### config.mk
export PLATFORM = sky130hd
export DESIGN_NAME = pwm_capture
export DESIGN_NICKNAME = d
export VERILOG_FILES = /design/src/rtl/pwm_capture.sv
export SDC_FILE = /design/constraint.sdc
export NUM_CORES = 2
export LEC_CHECK = 0
export ABC_AREA = 0
export CORE_AREA = 2 2 422 256
export CTS_BUF_LIST = sky130_fd_sc_hd__clkbuf_4 sky130_fd_sc_hd__clkbuf_8
export CTS_CLUSTER_SIZE = 16
export DETAILED_ROUTE_END_ITERATION = 10
export DIE_AREA = 0 0 424 258
export GPL_TIMING_DRIVEN = 0
export PLACE_DENSITY = 0.7
export SYNTH_ARGS = -nofsm -noshare
export SYNTH_HDL_FRONTEND = slang
export SYNTH_SLANG_ARGS = --single-unit
### constraint.sdc
create_clock -name clk_i -period 4.3 [get_ports clk_i]
set_input_delay 0.645 -clock clk_i [delete_from_list [all_inputs] [get_ports clk_i]]
set_output_delay 0.645 -clock clk_i [all_outputs]
set_load 0.01 [all_outputs]
### src/rtl/pwm_capture.sv
// rtl/pwm_capture.sv - multi-channel PWM period/high-time capture with register bus
module pwm_capture #(
  parameter int NumChannels = 12,
  parameter int CtrWidth    = 16,
  parameter int BusWidth    = 32
) (
  input  logic                   clk_i,
  input  logic                   rst_ni,
  input  logic                   device_req_i,
  input  logic [BusWidth-1:0]    device_addr_i,
  input  logic                   device_we_i,
  input  logic [3:0]             device_be_i,
  input  logic [BusWidth-1:0]    device_wdata_i,
  output logic                   device_rvalid_o,
  output logic [BusWidth-1:0]    device_rdata_o,
  input  logic [NumChannels-1:0] pwm_i
);

  localparam logic [CtrWidth-1:0] CtrMax = '1;
  localparam logic [CtrWidth-1:0] CtrOne = CtrWidth'(1);

  typedef enum logic {IDLE, MEAS} state_e;

  logic [NumChannels-1:0] r_sync1, r_sync2, r_prev;
  logic [NumChannels-1:0] w_rise;
  logic [NumChannels-1:0] r_enable, r_valid, r_ovf;

  state_e              r_state      [NumChannels];
  logic [CtrWidth-1:0] r_period_ctr [NumChannels];
  logic [CtrWidth-1:0] r_high_ctr   [NumChannels];
  logic [CtrWidth-1:0] r_period_q   [NumChannels];
  logic [CtrWidth-1:0] r_high_q     [NumChannels];
  logic [CtrWidth-1:0] w_period_inc [NumChannels];
  logic [CtrWidth-1:0] w_high_inc   [NumChannels];

  logic [9:0]          w_addr;
  logic                w_wr, w_sel_enable, w_sel_status;
  logic [BusWidth-1:0] w_rdata;
  logic                w_unused;

  assign w_addr       = device_addr_i[9:0];
  assign w_wr         = device_req_i & device_we_i;
  assign w_sel_enable = (w_addr[9:2] == 8'h80);
  assign w_sel_status = (w_addr[9:2] == 8'h81);
  assign w_unused     = ^{device_be_i, device_addr_i, device_wdata_i};

  // r_sync2 is the synchronized level; r_prev delays it one more cycle for edge detection
  always_ff @(posedge clk_i or negedge rst_ni) begin
    if (!rst_ni) begin
      r_sync1 <= '0;
      r_sync2 <= '0;
      r_prev  <= '0;
    end else begin
      r_sync1 <= pwm_i;
      r_sync2 <= r_sync1;
      r_prev  <= r_sync2;
    end
  end

  assign w_rise = r_sync2 & ~r_prev;

  always_comb begin
    for (int i = 0; i < NumChannels; i++) begin
      w_period_inc[i] = (r_period_ctr[i] == CtrMax) ? r_period_ctr[i] : r_period_ctr[i] + CtrOne;
      w_high_inc[i]   = (r_high_ctr[i] == CtrMax) ? r_high_ctr[i] : r_high_ctr[i] + CtrOne;
    end
  end

  // Status W1C is applied first so a same-cycle hardware set overrides it
  always_ff @(posedge clk_i or negedge rst_ni) begin
    if (!rst_ni) begin
      r_valid <= '0;
      r_ovf   <= '0;
      for (int i = 0; i < NumChannels; i++) begin
        r_state[i]      <= IDLE;
        r_period_ctr[i] <= '0;
        r_high_ctr[i]   <= '0;
        r_period_q[i]   <= '0;
        r_high_q[i]     <= '0;
      end
    end else begin
      if (w_wr && w_sel_status) begin
        r_valid <= r_valid & ~device_wdata_i[NumChannels-1:0];
        r_ovf   <= r_ovf & ~device_wdata_i[16 +: NumChannels];
      end
      for (int i = 0; i < NumChannels; i++) begin
        if (!r_enable[i]) begin
          r_state[i]      <= IDLE;
          r_period_ctr[i] <= '0;
          r_high_ctr[i]   <= '0;
        end else begin
          case (r_state[i])
            IDLE: begin
              if (w_rise[i]) begin
                r_state[i]      <= MEAS;
                r_period_ctr[i] <= CtrOne;
                r_high_ctr[i]   <= CtrOne;
              end
            end
            MEAS: begin
              if (w_rise[i]) begin
                r_period_q[i]   <= r_period_ctr[i];
                r_high_q[i]     <= r_high_ctr[i];
                r_valid[i]      <= 1'b1;
                r_period_ctr[i] <= CtrOne;
                r_high_ctr[i]   <= CtrOne;
              end else begin
                r_period_ctr[i] <= w_period_inc[i];
                if (r_sync2[i]) begin
                  r_high_ctr[i] <= w_high_inc[i];
                end
                if ((w_period_inc[i] == CtrMax) || (r_sync2[i] && (w_high_inc[i] == CtrMax))) begin
                  r_ovf[i] <= 1'b1;
                end
              end
            end
            default: r_state[i] <= IDLE;
          endcase
        end
      end
    end
  end

  always_comb begin
    w_rdata = '0;
    if (w_sel_enable) begin
      w_rdata[NumChannels-1:0] = r_enable;
    end else if (w_sel_status) begin
      w_rdata[NumChannels-1:0]  = r_valid;
      w_rdata[16 +: NumChannels] = r_ovf;
    end else if (!w_addr[9]) begin
      for (int i = 0; i < NumChannels; i++) begin
        if (w_addr[8:3] == 6'(i)) begin
          w_rdata = w_addr[2] ? BusWidth'(r_period_q[i]) : BusWidth'(r_high_q[i]);
        end
      end
    end
  end

  always_ff @(posedge clk_i or negedge rst_ni) begin
    if (!rst_ni) begin
      r_enable        <= '0;
      device_rvalid_o <= 1'b0;
      device_rdata_o  <= '0;
    end else begin
      if (w_wr && w_sel_enable) begin
        r_enable <= device_wdata_i[NumChannels-1:0];
      end
      device_rvalid_o <= device_req_i;
      device_rdata_o  <= (device_req_i && !device_we_i) ? w_rdata : '0;
    end
  end

endmodule

==> key figures <==
Critical path
  • CP Data Arrival Time: roughly 4700 ps
  • R2r startpoint: r_high_ctr[128]
  • Crit path top cell by count: buf_2
  • CP cell instances: clkdlybuf4s50_1 > or4_1 > buf_4 > nor4b_4 > and4_1 > buf_2 > buf_2 > a21boi_0 > a41oi_1 > o31ai_1
  • CP Launch Type: input pin
  • Reg2Reg Depth: 8
  • Critical path origin: device_addr_i[5]
  • Worst endpoint required time: about 5000 ps
  • CP max stage delay: 650 ps
  • Critical path's slowest cell: buf_2
  • CP endpoint kind: flip-flop
  • Crit-path max FO: 10
  • WS Path Type: input pin to flip-flop

STA
  • Max Freq: 0.2495 GHz
  • Slew Limit Headroom: 0.3108
  • Measured slew at the worst slew-check pin: 1024 ps
  • Setup_tns: 0 ps
  • Final max-slew violation count: 0
  • Period utilization: 0.9322
  • Tmin final: roughly 4000 ps
  • RSZ-0062 raised after global routing: no
  • Clock Skews: 42.22 ps
  • Final hold violations: 0
  • Setup violations, final: 0

CTS
  • Root Driver: clkbuf_8
  • Clock sinks: 881
  • Setup bufs post-CTS: 0
  • CTS buffer count: about 140
  • Reg clk slew, reported paths: ~70 ps
  • Post-cts resize count: 0
  • CTS tree: done
  • H-tree depth: 4
  • Clk buf depth: 3
  • Worst-skew pair later-pin latency: about 870 ps
  • Hold-fix buffers, CTS: 1

Synth
  • Post-Syn Area: ~0.047 mm²
  • Synth top cells by count: dfrtp_1 (881), nand2_1 (456), o21ai_0 (395)
  • Top cells by area, synth: dfrtp_1 (47%), mux2_2 (9.2%), o21ai_0 (4.2%)
  • Post-synth cell types: 90
  • EDFF count, synth: 0
  • Most frequent cell after synthesis: dfrtp_1
  • Synth top area share: 0.4671
  • Seq/Total Area, Yosys: 0.4671
  • Cell accounting for the most synthesized area: dfrtp_1
  • Yosys reg bits: 881
  • Syn Area/Cell: 9.703 µm²
  • Synth warnings: 0
  • Async set-reset flop share out of synthesis: 1.000
  • Main flop type after synthesis: dfrtp_1
  • Post-Syn Instances: 4,864

Place
  • Placer Congestion: 0.9529
  • DP HPWL: 106.7 mm
  • Port buffer count: 75
  • Area after DPL: 0.04998 mm²

Route
  • Remaining antenna violation count after routing: 0
  • Routed wire length: 144.8 mm
  • Iter 0 DRT Violations: 5,497
  • Number of vias per cell: 6.108
  • Routed vias: 40,490
  • Remaining DRCs: 0
  • Pre-Repair DR Iteration Count: 6
  • WL per Instance: 21.85 µm

Floorplan
  • # IOs: 117
  • Core Region: between 0.1 and 0.15 mm²
  • Total Die Area: 0.1094 mm²
  • Die Height: 258 µm
  • Floorplan row count: 93
  • Die width: between 400 and 500 µm
  • Initial core utilization: 0.4447

Global route
  • Overflow left after global routing: 0
  • Antenna violations before repair: 8
  • Pin count of the biggest net entering global routing: 122
  • Global-route wire length before repair: 223.8 mm
  • Vias in the first global route: 36,900
  • GRT Util Overall: 0.2607

Flow run
  • Total of max-cap violations: 0

Final layout
  • Non-Filler Cell Area, Final: 0.05314 mm²
  • Layout cells sized above 1: 0.1427
  • P&R area growth vs syn: 12.60%
  • # nets final: between 5,000 and 6,000

Pwr
  • Lkg Pwr: approximately 22 nW
  • Total chip power: 17.36 mW
  • Peak VDD IR: 0.0003272 V
  • PD cells: between 300 and 400 mW/mm²

Hold path
  • HP Class: input pin to flip-flop
  • Hold path startpoint: pwm_i[10]
  • Hold depth: 1

Status
  • Outcome: complete, no violations
[report_power, final]
group          switching (mW)  leakage (nW)  internal (mW)
registers              0.0722          12.1           8.37
logic                   0.522          8.72          0.240
clock network            3.60          1.64           4.56
[per-stage QoR]
step | std cells | hold slack (ps) | utilization | setup slack [ps]
3_5_place_dp | 6376 | 334.7 | 0.4710 | -560.0
4_1_cts | 6624 | 139.5 | 0.5007 | 373.0
6_report | 6628 | 219.3 | 0.5008 | 291.4
5_1_grt | 6627 | 202.3 | 0.5007 | 224.7
3_3_place_gp | 6367 | 333.8 | 0.4687 | -37720
2_1_floorplan | 4867 | 331.2 | - | 1597
[critical path, delay by kind of cell]
| family | cells | cell delay, ps |
|---|---|---|
| AOI/OAI and AO/OA | 3 | 1020 |
| buffers and inverters | 4 | 1640 |
| and+or+nand+nor | 3 | 1370 |
[registers in the layout (all words and copies together) (netlist names)]
register,flops
r_valid,12
r_period_ctr,192
r_high_q,192
r_sync2,12
r_high_ctr,192
r_prev,12
r_enable,12
device_rdata_o,28
device_rvalid_o,1
r_state,12
r_sync1,12
r_period_q,192
r_ovf,12
[metal layers]
layer	wire, µm	up-vias	share of wire	GRT usage
li1	-	18270	-	-
met3	14900	222	0.10	0.06031
met5	13	-	0.000090	0
met4	3533	2	0.024	0.08185
met2	55860	1952	0.39	0.3297
met1	70480	20040	0.49	0.4250
[worst paths after layout]
kind	slack [ps]	to
worst max-delay path	290	r_ovf[2]
worst min-delay path	220	r_sync1[10]
worst max register to register	960	r_ovf[3]
worst min register to register	340	r_sync2[9]
max in group asynchronous	2060	r_high_q[30]
min in group asynchronous	310	device_rdata_o[17]
[area by class of cell]
class | instances | area [µm²]
Fill cell | 9762 | 52980
Multi-Input combinational cell | 3571 | 23510
Sequential cell | 881 | 22050
Clock buffer | 212 | 2693
Tap cell | 1425 | 1783
Buffer | 333 | 1346
Timing Repair Buffer | 85 | 993.5
Clock inverter | 35 | 447.9
Inverter | 82 | 307.8
Antenna cell | 4 | 10.01
[logic make-up after synthesis]
family	after synthesis	synth area share
AOI/OAI and AO/OA	1118	0.1464
muxes	564	0.1340
xor gates and xnor gates	172	0.03192
adders and majority gates	25	0.006575
buffers and inverters	415	0.03502
other	1	0.00007946
and+or+nand+nor	1688	0.1789
DFF	881	0.4671
[cells in the final DEF (no fill, tap or decap), drive strengths merged, types with 45 or more instances in the layout]
cell             n
a21oi          267
a31oi           76
and2            59
and3            78
and4            45
buf             77
clkbuf         478
clkdlybuf4s50   74
dfrtp          881
inv             87
mux2           384
mux2i          164
nand2          456
nand3          221
nand4          155
nor2           353
nor3           102
nor4            45
o21ai          396
o221ai          52
xnor2           70
xor2           102
No activity file was read; power rests on OpenSTA's default activity.
